**src/rtl/key_input_conditioner.sv**
```systemverilog
`default_nettype none
// key_input_conditioner: per-key sync, debounce, press/release pulses, optional auto-repeat.
// Auto-repeat hold FSM is built only when KEY_AUTOREPEAT_EN is defined.
module key_input_conditioner #(
  parameter int                N_KEYS               = 6,
  parameter int                DEBOUNCE_CYCLES      = 750000,
  parameter logic [N_KEYS-1:0] ACTIVE_LOW_MASK      = '0,
  parameter int                REPEAT_DELAY_CYCLES  = 37000000,
  parameter int                REPEAT_PERIOD_CYCLES = 7400000
) (
  input  logic              i_clk,
  input  logic              i_reset,
  input  logic [N_KEYS-1:0] i_keys,
  output logic [N_KEYS-1:0] o_level,
  output logic [N_KEYS-1:0] o_press,
  output logic [N_KEYS-1:0] o_release,
  output logic [N_KEYS-1:0] o_event
);

  localparam int            DB_W    = $clog2(DEBOUNCE_CYCLES + 1);
  localparam logic [DB_W-1:0] DB_LAST = DB_W'(DEBOUNCE_CYCLES - 1);

`ifdef KEY_AUTOREPEAT_EN
  localparam int RPT_MAX = (REPEAT_DELAY_CYCLES > REPEAT_PERIOD_CYCLES) ?
                           REPEAT_DELAY_CYCLES : REPEAT_PERIOD_CYCLES;
  localparam int RPT_W   = $clog2(RPT_MAX + 1);
  localparam logic [RPT_W-1:0] RD_LAST = RPT_W'(REPEAT_DELAY_CYCLES - 1);
  localparam logic [RPT_W-1:0] RP_LAST = RPT_W'(REPEAT_PERIOD_CYCLES - 1);

  typedef enum logic [1:0] {
    S_IDLE   = 2'd0,
    S_DELAY  = 2'd1,
    S_REPEAT = 2'd2
  } rpt_state_t;
`else
  logic unused_repeat_cfg;
  assign unused_repeat_cfg = ^{REPEAT_DELAY_CYCLES, REPEAT_PERIOD_CYCLES};
`endif

  // Polarity is normalised before synchronising so everything downstream sees 1 = pressed.
  logic [N_KEYS-1:0] sync1;
  logic [N_KEYS-1:0] sync2;

  always_ff @(posedge i_clk or posedge i_reset) begin
    if (i_reset) begin
      sync1 <= '0;
      sync2 <= '0;
    end else begin
      sync1 <= i_keys ^ ACTIVE_LOW_MASK;
      sync2 <= sync1;
    end
  end

  for (genvar k = 0; k < N_KEYS; k++) begin : g_key
    logic [DB_W-1:0] db_cnt;
    logic            level;
    logic            press;
    logic            release_p;
    logic            rep;
    logic            toggle;

    // Toggle on the edge that completes DEBOUNCE_CYCLES consecutive disagreeing samples.
    assign toggle = (sync2[k] != level) && (db_cnt == DB_LAST);

    always_ff @(posedge i_clk or posedge i_reset) begin
      if (i_reset) begin
        db_cnt    <= '0;
        level     <= 1'b0;
        press     <= 1'b0;
        release_p <= 1'b0;
      end else begin
        press     <= toggle && !level;
        release_p <= toggle && level;
        if ((sync2[k] == level) || toggle) begin
          db_cnt <= '0;
        end else begin
          db_cnt <= db_cnt + 1'b1;
        end
        if (toggle) begin
          level <= ~level;
        end
      end
    end

`ifdef KEY_AUTOREPEAT_EN
    rpt_state_t       state;
    logic [RPT_W-1:0] hold_cnt;

    // A release on this edge forces IDLE first, so a coincident repeat is dropped.
    always_ff @(posedge i_clk or posedge i_reset) begin
      if (i_reset) begin
        state    <= S_IDLE;
        hold_cnt <= '0;
        rep      <= 1'b0;
      end else begin
        rep <= 1'b0;
        if (toggle && level) begin
          state    <= S_IDLE;
          hold_cnt <= '0;
        end else begin
          case (state)
            S_IDLE: begin
              hold_cnt <= '0;
              if (toggle) begin
                state <= S_DELAY;
              end
            end
            S_DELAY: begin
              if (hold_cnt == RD_LAST) begin
                state    <= S_REPEAT;
                hold_cnt <= '0;
                rep      <= 1'b1;
              end else begin
                hold_cnt <= hold_cnt + 1'b1;
              end
            end
            S_REPEAT: begin
              if (hold_cnt == RP_LAST) begin
                hold_cnt <= '0;
                rep      <= 1'b1;
              end else begin
                hold_cnt <= hold_cnt + 1'b1;
              end
            end
            default: begin
              state    <= S_IDLE;
              hold_cnt <= '0;
            end
          endcase
        end
      end
    end
`else
    assign rep = 1'b0;
`endif

    assign o_level[k]   = level;
    assign o_press[k]   = press;
    assign o_release[k] = release_p;
    assign o_event[k]   = press | rep;
  end

endmodule
`default_nettype wire

```
**config.mk**
```make
export PLATFORM = sky130hd
export DESIGN_NAME = key_input_conditioner
export DESIGN_NICKNAME = d
export VERILOG_FILES = /design/src/rtl/key_input_conditioner.sv
export SDC_FILE = /design/constraint.sdc
export NUM_CORES = 1
export LEC_CHECK = 0
export BUFFER_PORTS_ARGS = -buffer_cell sky130_fd_sc_hd__buf_2
export CORE_ASPECT_RATIO = 1.5
export CORE_MARGIN = 3
export CORE_UTILIZATION = 43
export CTS_CLUSTER_DIAMETER = 30
export DETAILED_ROUTE_END_ITERATION = 12
export GPL_TIMING_DRIVEN = 0
export HOLD_SLACK_MARGIN = 0.15
export PLACE_DENSITY = 0.7
export SLEW_MARGIN = 10
export SYNTH_ARGS = -nofsm -noshare
export SYNTH_HDL_FRONTEND = slang
export SYNTH_SLANG_ARGS = --single-unit
```
**constraint.sdc**
```tcl
create_clock -name i_clk -period 6.1 [get_ports i_clk]
set_input_delay 0.61 -clock i_clk [delete_from_list [all_inputs] [get_ports i_clk]]
set_output_delay 0.61 -clock i_clk [all_outputs]
set_load 0.01 [all_outputs]
```
== Word-level counts from Yosys, hierarchy flattened ==
Index checks and enable logic that the tools add are counted.
Operators by class
  add/subtract/negate cells: 6
  eq/ne operators: 18
  muxes and demuxes: 6
  bitwise gates (word level): 6
  reduce and logical (&&, ||, !) cells: 30
Operator list (number)
  adder 20 x 1 -> 20 bit, second input constant: 6
  equality test 20 bit, second input constant: 6
  two-way mux 20 bit: 6
  logical AND 1 bit: 18
  equality test 1 bit: 6
  logical NOT 1 bit: 6
  logical OR 1 bit: 6
  inequality test 1 bit: 6
  NOT 1 bit: 6
Storage, ports and cells
  register bits after elaboration: 150
  input bits: 8
  logic and storage cells: 92

== Longest topological paths before layout ==
  word-level depth: 4
  gate-level depth with buffers: 7
  mapped depth without buffers: 5

== Worst setup path after synthesis ==
No wires, ideal clock.
  kind: register -> register
  start: reg g_key[0].db_cnt[0]
  end: reg g_key[0].db_cnt[18]
  library setup time: 77 ps
  data arrival time: 1916 ps
  required time: 6023 ps
  slack: 4106 ps
  cell stages (with the launch flop): 7
  period minus slack after synthesis: 1994 ps
  cells stage by stage: dfrtp_1 > ha_1 > nand3_1 > or4_1 > clkbuf_2 > or4_1 > a21oi_1
On the way
  cells in the longest elaborated chain, start to end: 4
RTL lines
  start, declared: RTL line 55  | logic [DB_W-1:0] db_cnt;
  start signal, assigned: RTL line 77  | db_cnt <= db_cnt + 1'b1;
  parallel branches: the longest is 3 deep, another holds adder 20 x 1 -> 20 bit
  two-way mux 20 bit *: RTL line 74  | if ((sync2[k] == level) || toggle) begin
Every way passes the cells marked *.
A chain may end at the register's enable or synchronous reset.

== Worst setup path after layout ==
  start: reg g_key[1].db_cnt[0]
  end: reg g_key[1].db_cnt[8]
On the way
  cells in the longest elaborated chain, start to end: 4
RTL lines (RTL line)
  start, declared: 55
  start signal, assigned: 77
  parallel branches: the longest is 3 deep, another holds adder 20 x 1 -> 20 bit
  two-way mux 20 bit *: 74
Marked as above.

==> results by group <==
Power and ir drop
  – VDD IR max: between 0.2 and 0.25 mV
  – Pint: between 1500 and 2000 uW
  – Clock share of power: 0.510
  – Pwr/cell area: around 270 nW/um2
  – Combinational share of power: 0.027
  – Psw: approximately 470 uW
  – Flop pwr share: 0.464
  – Leakage: approximately 0.0035 uW
  – Sw Share: 0.215

GRT
  – Initial antenna violation count: 0
  – Largest net degree at the start of global routing: 79
  – Congestion Overflow GR: 0
  – Vias in the first global route: roughly 5200
  – Global-route wire length before repair: about 23 mm
  – GRT Resource Usage Total: 0.150

Placed design
  – Placer Congestion: 0.771
  – HPWL Detailed: about 8.6 mm
  – Port bufs: 31

Detailed routing
  – First DRT Iteration DRCs: 239
  – Detailed Routing Iterations Pass 1: 4
  – Final WL: 12.9 mm
  – Routed via count: between 5000 and 6000
  – Post-route ant nets: 0
  – Post-route DRC: 0
  – Via-to-Cell Ratio: about 5.3
  – Drt wl/cell: 13.2 um

Timing
  – WHS: around 0.23 ns
  – Final Hold Vio Count: 0
  – Final setup TNS: 0 ns
  – Final Setup Violations: 0
  – Tightest slew margin relative to the limit: 0.336
  – Max-slew violation count: 0
  – Fin crit share: 0.412
  – Skew final: between 0.015 and 0.02 ns
  – Unrepaired setup endpoints after global routing: false
  – Post-route minimum period: around 2.5 ns
  – F_max: 398 MHz
  – Slew @ Worst Pin: approximately 0.99 ns

Logic synthesis
  – Async SR Flop Fraction: 1.00
  – Synth Instances: 704
  – Register bit count reported by yosys: 150
  – Post-synth top area share: 0.522
  – Syn nets: approximately 700
  – Synth warn: 0
  – Largest cells by area after synthesis: dfrtp_1, xnor2_1, nor2_1
  – Post-synth EDFFs: 0
  – Syn avg cell area: 10.2 um2
  – Synthesized cell area: approximately 7000 um2
  – Count of cell types in the netlist: 42
  – Top_reg_cell synth: dfrtp_1
  – Seq/Total Area, Yosys: 0.522
  – Cell taking the most area after synthesis: dfrtp_1

Finish
  – Nets: 769
  – Area delta synth->final: 15.1%
  – Fraction of layout instances using a drive strength above 1: 0.176
  – Filler cells: between 1000 and 1500
  – ANT cells: 0
  – Register area: approximately 3800 um2
  – Multi-input gate area: just over 3000 um2

Floorplanning
  – Die Y: between 150 and 200 um
  – Initial core utilization: 0.441
  – Die area: ~18000 um2
  – I/O pin count: 32
  – Row cnt: 57
  – Core Box Area: ~16000 um2
  – Die X: about 110 um

Clock network
  – Clock latency on the worst-skew pair: 0.42 ns
  – PostCTS Resize Cnt: 0
  – CTS max path bufs: 2
  – Setup Buffers After CTS: 0
  – TritonCTS clock tree: built
  – Clk root buf: clkbuf_16
  – CTS Buf Count: 17
  – Clk slew on worst S/H paths: ~0.06 ns
  – CTS sink cnt: 150
  – Htree depth: 4
  – # hold bufs at CTS: 0

Worst setup path
  – Crit Path Max Fanout: 10
  – Arr. time, crit path: 2.79 ns
  – R2R Path Start: g_key[1].db_cnt[0]
  – Reg2reg setup slack: 3.59 ns
  – CP Launch Point: g_key[1].db_cnt[0]
  – Startpoint Class: flop
  – Crit end category: flop
  – FF-to-FF path depth: 7
  – Kind of critical path: flop to flop
  – Reg2reg end: g_key[1].db_cnt[8]
  – Critical Path RT: between 6 and 7 ns

Status
  – Status: complete, no violations

Run
  – Max-Cap Viols: 0

Min path
  – Worst hold path type: input port to async pin
## cell usage after synthesis, types with 14 or more instances
cell type / count
a21oi_1: 37
and3_1: 20
buf_4: 30
dfrtp_1: 150
inv_1: 25
nand2_1: 24
nand3_1: 42
nand4_1: 26
nor2_1: 89
nor3_1: 14
nor3b_1: 16
o21ai_0: 26
or3_1: 20
or4_1: 19
xnor2_1: 46
xor2_1: 28
## through the flow
stage | worst slack [ns] | util | cell area (um2) | std cells | total power, uW
floorplan | 1.45 | - | 7200 | 704 | 1080
global placement | -0.308 | 0.466 | 7610 | 941 | 1100
detailed placement | 3.55 | 0.468 | 7640 | 942 | 1100
CTS | 3.54 | 0.507 | 8280 | 974 | 2230
global route | 3.39 | 0.507 | 8280 | 974 | 2280
finish | 3.59 | 0.507 | 8280 | 974 | 2200
## per-layer routing
metal,vias to the layer above,global-route usage,routed length [um]
met5,-,0,0
met1,2499,0.179,5720
met2,38,0.271,6790
li1,2586,-,-
met4,0,0.0542,150
met3,11,0.0290,205
## cell families after synthesis
kind of cell | count (synthesis) | share of synthesized area
simple gates | 314 | 0.245
mux | 6 | 0.00939
flops | 150 | 0.522
fa+ha+maj | 6 | 0.0104
compound gates | 86 | 0.0703
buf+inv | 68 | 0.0534
xor+xnor | 74 | 0.0901
## cell usage in the layout, fill, tap and decap left out, types with 6 or more instances in the layout
| cell | synthesis | final |
|---|---|---|
| dfrtp_1 | 150 | 150 |
| nor2_1 | 89 | 89 |
| xnor2_1 | 46 | 46 |
| nand3_1 | 42 | 42 |
| a21oi_1 | 37 | 37 |
| buf_2 | 4 | 35 |
| buf_4 | 30 | 30 |
| xor2_1 | 28 | 28 |
| o21ai_0 | 26 | 26 |
| nand4_1 | 26 | 26 |
| nand2_1 | 24 | 24 |
| inv_1 | 25 | 24 |
| or3_1 | 20 | 20 |
| and3_1 | 20 | 20 |
| or4_1 | 19 | 19 |
| clkbuf_16 | 0 | 17 |
| nor3b_1 | 16 | 16 |
| nor3_1 | 14 | 14 |
| o31ai_1 | 12 | 12 |
| nor4_1 | 8 | 8 |
| clkbuf_1 | 5 | 6 |
| or3_2 | 6 | 6 |
| ha_1 | 6 | 6 |
## final cells by class
class,instances,share of cell area
clock inverter,13,0.0234
buffer,43,0.0351
timing repair buffer,32,0.0221
multi-input combinational,486,0.369
clock buffer,19,0.0535
tap,206,0.0311
sequential,150,0.453
inverter,25,0.0122
## how the worst max path moves through the flow
stage                               end  cells past startpoint
detailed placement  g_key[1].db_cnt[15]                      7
global placement     g_key[0].db_cnt[4]                      2
CTS                  g_key[1].db_cnt[9]                      7
floorplan            g_key[0].db_cnt[0]                      1
global route         g_key[1].db_cnt[8]                      7
finish               g_key[1].db_cnt[8]                      7
## state kept, by name, indices dropped and copies added (netlist names)
name	count
g_key.db_cnt	120
g_key.level	6
g_key.press	6
g_key.release_p	6
sync1	6
sync2	6
## worst max-delay path, stage by stage, from the launching register on
cell	delay [ns]
dfrtp_1	0.40
ha_1	0.19
and3_1	0.15
clkbuf_1	0.26
nand4_1	0.19
o21ai_1	0.61
clkbuf_1	0.45
nor2_1	0.11
## power by group through the flow
stage | combinational, uW | sequential [uW] | clock (uW)
floorplan | 42.7 | 1040 | 0
global placement | 57.4 | 1040 | 0
detailed placement | 61.1 | 1040 | 0
CTS | 61.8 | 1020 | 1150
global route | 68.9 | 1020 | 1190
finish | 58.8 | 1020 | 1120
Note: power is estimated with default switching activity, not from simulation.
